--- src/rtl/sha256_w_stream_2nd_if.sv ---
// rtl/sha256_w_stream_2nd_if.sv - digest-in / schedule-word-out handshake bundle
//
// Purpose: groups the digest capture handshake, the abort strobe and the
// schedule word output stream of sha256_w_stream_2nd.
// Signals:
//   in_valid / in_ready / digest_in  : 256-bit first-hash digest input handshake
//   abort                            : synchronous cancel of the current run
//   w_valid / w_ready / w_out        : schedule word stream, one Wt per handshake
//   w_idx / w_last                   : index t of w_out, high with t=63
//   window_out                       : {W(t-3),W(t-2),W(t-1),Wt}
//   done                             : one-cycle pulse after W63 is accepted
// Modports: slave = the schedule block, master = the driving environment.

interface sha256_w_stream_2nd_if;
    logic         in_valid;
    logic         in_ready;
    logic [255:0] digest_in;
    logic         abort;
    logic         w_valid;
    logic         w_ready;
    logic [31:0]  w_out;
    logic [5:0]   w_idx;
    logic         w_last;
    logic [127:0] window_out;
    logic         done;

    modport slave (
        input  in_valid, digest_in, abort, w_ready,
        output in_ready, w_valid, w_out, w_idx, w_last, window_out, done
    );

    modport master (
        output in_valid, digest_in, abort, w_ready,
        input  in_ready, w_valid, w_out, w_idx, w_last, window_out, done
    );
endinterface

--- src/rtl/sha256_w_stream_2nd.sv ---
// rtl/sha256_w_stream_2nd.sv - SHA-256 second-pass message schedule word streamer
//
// Purpose: captures a 256-bit first-hash digest, forms the padded second
// message block {H0..H7, PAD_WORD, 0 x6, LEN_WORD} and streams the 64
// schedule words W0..W63, one per w_valid/w_ready handshake.
// Ports:
//   CLK : clock, all state updates on the rising edge
//   RST : asynchronous active-low reset
//   bus : sha256_w_stream_2nd_if.slave (digest input, abort, word stream out)

module sha256_w_stream_2nd #(
    parameter logic [31:0] PAD_WORD = 32'h80000000,
    parameter logic [31:0] LEN_WORD = 32'h00000100
) (
    input  logic                        CLK,
    input  logic                        RST,
    sha256_w_stream_2nd_if.slave        bus
);

    typedef enum logic {IDLE = 1'b0, RUN = 1'b1} state_t;

    state_t      r_state;
    state_t      w_next_state;

    // r_hist[i] holds W(t+i), where t is the index currently on w_out.
    // Keeping the window ahead of the output lets w_out come straight from
    // a register while W(t+16) is formed combinationally from the history.
    logic [31:0] r_hist [16];
    logic [31:0] r_prev1;
    logic [31:0] r_prev2;
    logic [31:0] r_prev3;
    logic [5:0]  r_idx;
    logic        r_done;

    logic        w_capture;
    logic        w_fire;
    logic        w_finish;
    logic        w_advance;
    logic [31:0] w_new_word;

    function automatic logic [31:0] f_s0(input logic [31:0] x);
        return {x[6:0], x[31:7]} ^ {x[17:0], x[31:18]} ^ (x >> 3);
    endfunction

    function automatic logic [31:0] f_s1(input logic [31:0] x);
        return {x[16:0], x[31:17]} ^ {x[18:0], x[31:19]} ^ (x >> 10);
    endfunction

    // W(t+16) = s1(W(t+14)) + W(t+9) + s0(W(t+1)) + W(t)
    assign w_new_word = f_s1(r_hist[14]) + r_hist[9] + f_s0(r_hist[1]) + r_hist[0];

    assign w_capture = (r_state == IDLE) && bus.in_valid;
    // abort wins over a handshake in the same cycle
    assign w_fire    = (r_state == RUN) && bus.w_ready && !bus.abort;
    assign w_finish  = w_fire && (r_idx == 6'd63);
    assign w_advance = w_fire && (r_idx != 6'd63);

    always_ff @(posedge CLK or negedge RST) begin
        if (!RST) begin
            r_state <= IDLE;
        end else begin
            r_state <= w_next_state;
        end
    end

    always_comb begin
        w_next_state = r_state;
        case (r_state)
            IDLE: begin
                if (bus.in_valid) begin
                    w_next_state = RUN;
                end
            end
            RUN: begin
                if (bus.abort || w_finish) begin
                    w_next_state = IDLE;
                end
            end
            default: w_next_state = IDLE;
        endcase
    end

    always_ff @(posedge CLK or negedge RST) begin
        if (!RST) begin
            for (int i = 0; i < 16; i++) begin
                r_hist[i] <= 32'h0;
            end
            r_prev1 <= 32'h0;
            r_prev2 <= 32'h0;
            r_prev3 <= 32'h0;
            r_idx   <= 6'd0;
            r_done  <= 1'b0;
        end else begin
            r_done <= w_finish;
            if (w_capture) begin
                for (int i = 0; i < 8; i++) begin
                    r_hist[i] <= bus.digest_in[255 - 32*i -: 32];
                end
                r_hist[8] <= PAD_WORD;
                for (int i = 9; i < 15; i++) begin
                    r_hist[i] <= 32'h0;
                end
                r_hist[15] <= LEN_WORD;
                // slots older than W0 read as zero in the window
                r_prev1 <= 32'h0;
                r_prev2 <= 32'h0;
                r_prev3 <= 32'h0;
                r_idx   <= 6'd0;
            end else if (w_advance) begin
                for (int i = 0; i < 15; i++) begin
                    r_hist[i] <= r_hist[i+1];
                end
                r_hist[15] <= w_new_word;
                r_prev3    <= r_prev2;
                r_prev2    <= r_prev1;
                r_prev1    <= r_hist[0];
                r_idx      <= r_idx + 6'd1;
            end
        end
    end

    assign bus.in_ready   = (r_state == IDLE);
    assign bus.w_valid    = (r_state == RUN);
    assign bus.w_out      = r_hist[0];
    assign bus.w_idx      = r_idx;
    assign bus.w_last     = (r_state == RUN) && (r_idx == 6'd63);
    assign bus.window_out = {r_prev3, r_prev2, r_prev1, r_hist[0]};
    assign bus.done       = r_done;

endmodule

--- src/flat_wrapper.sv ---
// flat-port wrapper written by rule: the top's interface ports become plain ports
module sha256_w_stream_2nd_flat 
#(
    parameter logic [31:0] PAD_WORD = 32'h80000000,
    parameter logic [31:0] LEN_WORD = 32'h00000100
)
  (CLK, RST, bus_in_valid, bus_digest_in, bus_abort, bus_w_ready, bus_in_ready, bus_w_valid, bus_w_out, bus_w_idx, bus_w_last, bus_window_out, bus_done);
  sha256_w_stream_2nd_if bus_i ();
  input  logic CLK;
  input  logic RST;
  input wire logic [$bits(bus_i.in_valid)-1:0] bus_in_valid;
  input wire logic [$bits(bus_i.digest_in)-1:0] bus_digest_in;
  input wire logic [$bits(bus_i.abort)-1:0] bus_abort;
  input wire logic [$bits(bus_i.w_ready)-1:0] bus_w_ready;
  output wire logic [$bits(bus_i.in_ready)-1:0] bus_in_ready;
  output wire logic [$bits(bus_i.w_valid)-1:0] bus_w_valid;
  output wire logic [$bits(bus_i.w_out)-1:0] bus_w_out;
  output wire logic [$bits(bus_i.w_idx)-1:0] bus_w_idx;
  output wire logic [$bits(bus_i.w_last)-1:0] bus_w_last;
  output wire logic [$bits(bus_i.window_out)-1:0] bus_window_out;
  output wire logic [$bits(bus_i.done)-1:0] bus_done;
  assign bus_i.in_valid = bus_in_valid;
  assign bus_i.digest_in = bus_digest_in;
  assign bus_i.abort = bus_abort;
  assign bus_i.w_ready = bus_w_ready;
  assign bus_in_ready = bus_i.in_ready;
  assign bus_w_valid = bus_i.w_valid;
  assign bus_w_out = bus_i.w_out;
  assign bus_w_idx = bus_i.w_idx;
  assign bus_w_last = bus_i.w_last;
  assign bus_window_out = bus_i.window_out;
  assign bus_done = bus_i.done;
  sha256_w_stream_2nd #(.PAD_WORD(PAD_WORD), .LEN_WORD(LEN_WORD)) u_core (.CLK(CLK), .RST(RST), .bus(bus_i));
endmodule
--- config.mk ---
export PLATFORM = sky130hd
export DESIGN_NAME = sha256_w_stream_2nd_flat
export DESIGN_NICKNAME = d
export VERILOG_FILES = /design/src/rtl/sha256_w_stream_2nd_if.sv /design/src/rtl/sha256_w_stream_2nd.sv /design/src/flat_wrapper.sv
export SDC_FILE = /design/constraint.sdc
export NUM_CORES = 1
export LEC_CHECK = 0
export BUFFER_PORTS_ARGS = -buffer_cell sky130_fd_sc_hd__clkbuf_2
export CELL_PAD_IN_SITES_DETAIL_PLACEMENT = 1
export CELL_PAD_IN_SITES_GLOBAL_PLACEMENT = 2
export CORE_ASPECT_RATIO = 1.5
export CORE_MARGIN = 1.5
export CORE_UTILIZATION = 32
export DETAILED_ROUTE_END_ITERATION = 10
export PLACE_DENSITY_LB_ADDON = 0.25
export SETUP_SLACK_MARGIN = 0.1
export SYNTH_ARGS = -nofsm -noshare
export SYNTH_HDL_FRONTEND = slang
export SYNTH_SLANG_ARGS = --single-unit
--- constraint.sdc ---
create_clock -name CLK -period 3.97 [get_ports CLK]
set_input_delay 0.1985 -clock CLK [delete_from_list [all_inputs] [get_ports CLK]]
set_output_delay 0.1985 -clock CLK [all_outputs]
set_load 0.01 [all_outputs]
==> flow_summary.ini <==
[drt]
drt-vias-per-instance = 5.07
drt_pre_antenna_iters = 5
drtIter0Drc = 1408
drt_wl_total_um = 120000
wl_per_cell_um = 23.4
num_vias = 26000
drc = 0
drt.antenna.violating_nets = 0

[global_routing]
busiest_layer = met2
grt_pass1_wl_um = 181000
use_met2_pct = 47.3
grt-ovfl-total = 0
grt.total_usage_pct = 25.6
grt_max_degree = 184
use_met3_pct = 3.14
grt_pass1_vias = 28300
antenna_found_initial = 10
met1_usage_pct = 29.4

[run_status]
violations = negative setup slack
run_status = complete, but fails checks

[setup_path]
cp_max_fo = 2
worstPathRequired_ps = 4450
critPathKind = flip-flop to flip-flop
critPathCaptureType = flip-flop
slowest_stage = fa_1
startpoint_type = flip-flop
arrival_ps = 4630
crit_chain = xnor2_2 > xnor2_1 > buf_4 > fa_1 > inv_1 > fa_1 > buf_4 > inv_2 > ha_4 > a211oi_4 > o21ai_2 > o2111ai_4 > a31oi_4 > o21ai_2 > nand2_1 > a21oi_2 > xor2_2 > o21ai_0
critical-path-max-stage-delay_ps = 530

[synth]
netlist.area_leader.share_pct = 52.5
async_flop_share_pct = 100
synth-main-ff-cell = dfrtp_1
syn_nets = 3602
synthDistinctLibCells = 49
synth-edff-count = 0
ys_seq_elements = 616
syn_area_um2 = 29400
yosys.area.top_type = dfrtp_1
syn-instance-count = 3247
yosysWarnings = 0
avgSynthCellArea_um2 = 9.04
ys_seq_area_share_pct = 52.5
synthTopCellsByArea = dfrtp_1 (53%), nand2_1 (11%), nand3_1 (6.0%)

[pwr]
p_leak_uw = 0.0199
internal_power_uw = 18300
p_sw_uw = 12500
sw_frac_of_total_pct = 40.7
power_frac_seq_pct = 26.1
p_clk_share_pct = 21.2
p_per_area_nw_per_um2 = 789
max-vdd-ir-drop_uv = 483
comb_power_share_pct = 52.7

[cells_and_area]
drive_gt1_share_pct = 22.5
syn_to_final_growth_pct = 33.1
nNetsFinal = 4262

[placed_design]
port_buffers = 430
place.gp.congestion = 0.892
hpwlAfterDp_um = 85900
place_ws_ps = -545

[timing]
worstMarginPinSlew_ps = 1010
relSlewSlack_pct = 32.6
hold_viol = 0
setup_viol = 18
min_period_over_period_pct = 105
holdWs_ps = 16.0
slew_violations = 0
rsz0062_at_grt = yes
finClkSkew_ps = 21.7
max_clock_freq_ghz = 0.241
period_needed_ps = 4150
layout_setup_ws_ps = -184

[floorplan]
start_util_pct = 32.4
rows = 135
num_io_pins = 431
die_y_um = 374
fp.dieW_um = 250
coreArea_um2 = 90500
die_area_um2 = 93600

[clocking]
clk_pin_slew_ps = 60
cts_tree = yes
clockRootBuffer = clkbuf_16
clock_latency_ps = 630
cts_buffer_depth = 3
cts.htree.levels = 3
cts_buffers = 67
cts.sinks = 616

[job]
maxCapViolations = 0

[worst_hold_path]
hp-class = input pin to flip-flop
[synth_stat cells, types with 2 or more instances]
cell and n:
xnor2_1 117, a21o_1 16, nand4b_1 2, buf_4 65, o21bai_1 3, nor2_1 206, a22oi_1 152, nand4_1 5
a31oi_1 5, nor2b_1 5, nand2b_1 4, o21ai_1 14, o31ai_1 4, buf_1 7, o21a_1 3, a211oi_1 5
xor2_1 31, o22ai_1 104, buf_2 17, clkbuf_1 233, or3_1 2, inv_1 149, fa_1 62, a41oi_1 2
ha_1 32, dfrtp_1 616, and3_1 2, nand2_1 885, o21ai_0 81, a21oi_1 44, and2_1 2, nand3_1 353
a21oi_2 3
[timing repair]
item	CTS	global route
endpoints found under the hold margin	330	0
resized for setup	115	25
endpoints found under the setup margin	27	26
pin swaps	36	31
hold buffers	246	0
setup buffers	14	4
[registers in the layout (all words and copies together) (netlist names)]
| name | cells |
|---|---|
| u_core.bus.done | 1 |
| u_core.bus.w_out | 32 |
| u_core.r_prev3 | 32 |
| u_core.bus.w_idx | 6 |
| u_core.r_hist | 480 |
| u_core.r_prev1 | 32 |
| u_core.bus.w_valid | 1 |
| u_core.r_prev2 | 32 |
[placed cells by master (no fill, tap or decap), types with 71 or more instances in the layout]
cell type      Yosys  layout
dlygate4sd3_1      0     246
xnor2_1          117      86
o21ai_0           81      71
nand3_1          353     352
clkbuf_2           0     429
nor2_1           206     202
dfrtp_1          616     603
o22ai_1          104     104
inv_1            149     147
a22oi_1          152     152
nand2_1          885     879
buf_4             65     208
[final timing paths]
path	start	end	slack (ps)	cells past startpoint
min reg2reg	u_core.r_hist[79]$_DFFE_PN0P_	u_core.r_hist[111]$_DFFE_PN0P_	460	2
min	bus_digest_in[209]	u_core.r_hist[465]$_DFFE_PN0P_	20	3
min in group asynchronous	RST	u_core.r_hist[324]$_DFFE_PN0P_	240	2
max	u_core.r_hist[468]$_DFFE_PN0P_	u_core.r_hist[22]$_DFFE_PN0P_	-180	18
max reg2reg	u_core.r_hist[468]$_DFFE_PN0P_	u_core.r_hist[22]$_DFFE_PN0P_	-180	18
max in group asynchronous	RST	u_core.r_hist[346]$_DFFE_PN0P_	2650	3
[layer usage]
metal	share of wire [%]	vias to the layer above
li1	-	11900
met1	39	13200
met2	53	641
met3	3.5	192
met4	4.2	4
met5	0.019	-
[worst max-delay path: cells and delay by family (launching register included)]
family | cells | cell delay (ps)
buffers and inverters | 4 | 400
AO/OA/AOI/OAI | 7 | 1250
XOR/XNOR | 3 | 610
AND/OR/NAND/NOR | 1 | 90
adder cells (fa/ha/maj) | 3 | 1280
flip-flops | 1 | 410
[area by class of cell]
cell class	instances	area, µm²
fill	10400	51500
antenna	9	22.5
clock inverter	21	280
multi-input combinational	2160	12700
timing repair buffer	913	6700
clock buffer	94	1960
tap	1164	1460
sequential	616	15400
inverter	149	559
[logic make-up (layout without fill, tap and decap cells)]
logic type                 after synthesis  in the layout  share of synthesized area (%)
and+or+nand+nor                       1472           1472                           20.6
other                                    0              9                              0
buffers and inverters                  471           1177                           6.93
DFF                                    616            616                           52.5
xor gates and xnor gates               148            148                           4.42
adders and majority gates               94             94                           5.59
AOI/OAI and AO/OA                      446            446                           9.93
[power by group through the flow]
stage	registers, µW	clock network, µW	logic (µW)
after detailed placement	8130	0	13700
final	8050	6530	16200
after CTS	8040	6690	15900
after global routing	8140	6910	17500
after floorplan	7730	0	7460
after global placement	8090	0	13500
[stage by stage]
stage	std cells	setup TNS (ps)	area, µm²	total power, µW	utilization (%)
4_1_cts	5115	-1450	38900	30700	43.0
2_1_floorplan	3247	0	29400	15200	-
3_3_place_gp	4741	-4910	33500	21600	37.0
6_report	5126	-1990	39100	30800	43.2
5_1_grt	5125	-6540	39100	32500	43.2
3_5_place_dp	4741	-7350	33500	21800	37.0
Note: power is estimated with default switching activity, not from simulation.
